$ cat src/rtl/one_to_sixteen_deser.sv
// Serial-to-parallel deserializer: fills a 16-slot word from a bit stream (slot 0 first),
// with a one-cycle frame_done pulse and a direct single-bit address-mode write path.
module one_to_sixteen_deser #(
  parameter int N  = 16,
  parameter int SW = 4
) (
  input  logic          clk,
  input  logic          rst_n,
  input  logic          din,
  input  logic          din_valid,
  input  logic          addr_mode,
  input  logic [0:SW-1] sel_in,
  input  logic          clear,
  output logic [0:N-1]  out,
  output logic          frame_done,
  output logic [0:SW-1] slot,
  output logic          busy
);

  typedef enum logic [1:0] {IDLE, FILL, DONE} state_t;

  localparam logic [0:SW-1] LAST = SW'(N - 1);

  state_t        state_q, state_d;
  logic [0:N-1]  shadow_q, shadow_d;
  logic [0:N-1]  out_q, out_d;
  logic [0:SW-1] slot_q, slot_d;
  logic          auto_v, addr_v;

  always_ff @(posedge clk or negedge rst_n) begin
    if (!rst_n) begin
      state_q  <= IDLE;
      shadow_q <= '0;
      out_q    <= '0;
      slot_q   <= '0;
    end else begin
      state_q  <= state_d;
      shadow_q <= shadow_d;
      out_q    <= out_d;
      slot_q   <= slot_d;
    end
  end

  assign auto_v = din_valid & ~addr_mode;
  assign addr_v = din_valid &  addr_mode;

  always_comb begin
    state_d  = state_q;
    shadow_d = shadow_q;
    out_d    = out_q;
    slot_d   = slot_q;
    if (state_q == DONE) state_d = IDLE;
    if (clear) begin
      state_d = IDLE;
      slot_d  = '0;
    end else if (addr_v) begin
      out_d[sel_in] = din;
    end else if (auto_v) begin
      // slot_q is 0 in IDLE and DONE, so this also lands bit 0 of a new frame
      shadow_d[slot_q] = din;
      if (state_q == FILL) begin
        if (slot_q == LAST) begin
          out_d        = shadow_q;
          out_d[N-1]   = din;
          slot_d       = '0;
          state_d      = DONE;
        end else begin
          slot_d = slot_q + SW'(1);
        end
      end else begin
        slot_d  = SW'(1);
        state_d = FILL;
      end
    end
  end

  always_comb begin
    frame_done = (state_q == DONE);
    busy       = (state_q == FILL);
    out        = out_q;
    slot       = slot_q;
  end

endmodule

$ cat config.mk
export PLATFORM = sky130hd
export DESIGN_NAME = one_to_sixteen_deser
export DESIGN_NICKNAME = d
export VERILOG_FILES = /design/src/rtl/one_to_sixteen_deser.sv
export SDC_FILE = /design/constraint.sdc
export NUM_CORES = 1
export LEC_CHECK = 0
export BUFFER_PORTS_ARGS = -buffer_cell sky130_fd_sc_hd__buf_2
export CAP_MARGIN = 25
export CORE_ASPECT_RATIO = 1.5
export CORE_MARGIN = 10
export CORE_UTILIZATION = 46
export DETAILED_ROUTE_END_ITERATION = 10
export MAX_ROUTING_LAYER = met4
export PLACE_DENSITY = 0.67
export SLEW_MARGIN = 15
export SYNTH_ARGS = -nofsm -noshare
export SYNTH_HDL_FRONTEND = slang
export SYNTH_SLANG_ARGS = --single-unit
$ cat constraint.sdc
create_clock -name clk -period 2.3 [get_ports clk]
set_clock_uncertainty 0.1 [all_clocks]
set_input_delay 0.46 -clock clk [delete_from_list [all_inputs] [get_ports clk]]
set_output_delay 0.46 -clock clk [all_outputs]
set_load 0.02 [all_outputs]
==> impl_metrics.env <==
export IMPL_worstRegToRegCells=5
export IMPL_diodes=0
export IMPL_post_drt_wl_per_cell_um=16.1
export IMPL_ys_warnings_count=0
export IMPL_postCtsHoldBufs=0
export IMPL_cts_max_level=2
export IMPL_max_cap_violations=0
export IMPL_grt_pass1_wl_mm=7.75
export IMPL_final_antenna_net_count=0
export IMPL_crit_path_start="slot[3]"
export IMPL_wirelength_mm=4.51
export IMPL_die_w_um=74.8
export IMPL_swShare_pct=25.3
export IMPL_internal_power_w=0.000951
export IMPL_cts_root_buf="clkbuf_8"
export IMPL_synth_edf_count=0
export IMPL_drt_first_iter_violations=76
export IMPL_setup_tns_ns=0
export IMPL_p_leak_nw=1.15
export IMPL_yosysTopAreaCell="dfrtp_1"
export IMPL_timing_rr_end="out[1]"
export IMPL_worst_slack_ns=0.234
export IMPL_hold_viol=0
export IMPL_yosysTopAreaCellShare_pct=44.7
export IMPL_path_cells="ha_1 > nand2_1 > or3_4 > o21ai_0 > mux2_2"
export IMPL_crit_path_end="out[1]"
export IMPL_cp_start_kind="register"
export IMPL_vias=1561
export IMPL_grt_overflow=0
export IMPL_die_area_um2=7640
export IMPL_p_comb_share_pct=10.4
export IMPL_finalCritPeriodShare_pct=89.8
export IMPL_hold_class="in2async"
export IMPL_vias_per_cell=5.56
export IMPL_final_common_cell="dfrtp_1"
export IMPL_worstSetupPathType="reg2reg"
export IMPL_rsz0062_at_grt="no"
export IMPL_globalRouteMet3Util_pct=3.30
export IMPL_fmax_ghz=0.484
export IMPL_synth_top_flop_cell="dfrtp_1"
export IMPL_place_gp_congestion=0.831
export IMPL_holdWs_ns=0.173
export IMPL_final_layout_size_suffix_gt1_share_pct=32.3
export IMPL_synthDistinctLibCells=33
export IMPL_worstSkewPairLatency_ns=0.29
export IMPL_first_global_vias=1616
export IMPL_post_route_min_period_ns=2.07
export IMPL_final_area_um2=2340
export IMPL_grt_use_met1_pct=15.0
export IMPL_hpwl_mm=3.48
export IMPL_cts_sinks=37
export IMPL_max_stage_delay_ns=0.51
export IMPL_switching_power_w=0.000322
export IMPL_final_nets=249
export IMPL_cts_resized=0
export IMPL_rrSetupSlack_ns=0.23
export IMPL_grt_use_met2_pct=21.7
export IMPL_grt_max_degree=38
export IMPL_syn_inst=204
export IMPL_rr_startpoint="slot[3]"
export IMPL_ys_seq_elements=37
export IMPL_drtPass1Iterations=4
export IMPL_crit_arrival_ns=2.14
export IMPL_crit_fanout=12
export IMPL_cts_setup_buffers=0
export IMPL_die_y_um=102
export IMPL_setup_viol=0
export IMPL_status="complete, no violations"
export IMPL_floorplan_rows=29
export IMPL_final_cell_mix="dfrtp_1, nand2_1, buf_2"
export IMPL_worst_pin_slew_ns=0.841
export IMPL_power_density_nw_per_um2=544
export IMPL_syn_nets=218
export IMPL_maxSlewViolCount=0
export IMPL_initial_utilization_pct=48.4
export IMPL_portBuffers=31
export IMPL_cts_max_path_buffers=2
export IMPL_synth_area_per_cell_um2=10.2
export IMPL_worst_ep_required_time_ns=2.38
export IMPL_coreArea_um2=4280
export IMPL_antenna_found_initial=0
export IMPL_track_usage_pct=13.2
export IMPL_clkPwrFrac_pct=36.1
export IMPL_drc=0
export IMPL_area_delta_synth_final_pct=12.9
export IMPL_ys_async_sr_fraction_pct=100
export IMPL_fillers=409
export IMPL_ios=32
export IMPL_critPathSlowestCell="or3_4"
export IMPL_syn_cell_area_um2=2070
export IMPL_grt_busiest_layer="met2"
export IMPL_cts_buffers=5
export IMPL_clkTransAtPathRegs_ns=0.07
export IMPL_ys_seq_area_share_pct=44.7
export IMPL_power_frac_seq_pct=53.5
export IMPL_cp_end_kind="register"
export IMPL_ir_worst_vdd_mv=0.393
export IMPL_placed_cell_area_um2=2250
export IMPL_slew_headroom_pct=43.9
export IMPL_synth_area_leaders="dfrtp_1, mux2_2, nand2_1"
export IMPL_cts_tree="yes"
export IMPL_detailedPlace_worstSlack_ns=0.265
-- per-layer routing --
layer,vias up,part of all wire (%)
li1,775,-
met2,36,50
met1,743,43
met4,0,1.3
met5,-,0
met3,7,5.3
-- state kept, by name, indices dropped and copies added, names as in the netlist --
register,count
shadow_q,15
slot,4
state_q,2
out,16
-- through the flow --
step	total power, W	instances	util [%]
global placement	0.000827	274	52.6
global route	0.00133	281	54.6
detailed placement	0.000828	274	52.6
CTS	0.00128	281	54.6
finish	0.00127	281	54.6
floorplan	0.000775	204	-
-- cell usage after synthesis (2+ instances only) --
cell,number
a21oi_1,4
a22oi_1,2
a31oi_1,2
and3_1,2
buf_2,3
clkbuf_1,4
dfrtp_1,37
ha_1,4
inv_1,4
mux2_1,10
mux2_2,21
nand2_1,33
nand2b_1,5
nand3_1,12
nor2_1,7
nor2b_1,7
nor3_1,3
o21ai_0,20
o21ai_2,10
-- kinds of logic after synthesis --
| logic type | synth area share, % |
|---|---|
| compound gates | 12.5 |
| fa+ha+maj | 2.42 |
| buf+inv | 2.96 |
| flops | 44.7 |
| mux | 16.9 |
| simple gates | 20.5 |
-- power groups by stage --
| stage | combinational [W] | sequential [W] | clock [W] |
|---|---|---|---|
| global route | 0.000149 | 0.000683 | 0.000498 |
| floorplan | 0.0000728 | 0.000702 | 0 |
| detailed placement | 0.000135 | 0.000694 | 0 |
| finish | 0.000133 | 0.000681 | 0.000460 |
| CTS | 0.000136 | 0.000681 | 0.000468 |
| global placement | 0.000133 | 0.000693 | 0 |
-- area by class of cell --
class | count | area, µm² | area share (%)
multi-input combinational | 154 | 1080 | 46.3
sequential | 37 | 926 | 39.6
timing repair buffer | 33 | 170 | 7.28
clock buffer | 7 | 86.3 | 3.69
tap | 46 | 57.6 | 2.46
inverter | 4 | 15.0 | 0.642
-- worst max-delay path: cells and delay by family, from the launching register on --
kind,cells,cell delay (ns)
and+or+nand+nor,2,0.64
DFF,1,0.47
muxes,1,0.35
adders and majority gates,1,0.27
AOI/OAI and AO/OA,1,0.13
-- how the worst min path moves through the flow --
stage / depth (start not counted) / slack [ns] / startpoint / endpoint
2_1_floorplan: 0 / 0.06 / rst_n / out[0]
3_3_place_gp: 1 / 0.36 / out[9] / out[9]
3_5_place_dp: 1 / 0.37 / out[6] / out[6]
4_1_cts: 1 / 0.20 / rst_n / out[11]
5_1_grt: 1 / 0.22 / rst_n / out[5]
6_report: 1 / 0.17 / rst_n / out[3]
(Power assumes the default switching activity.)
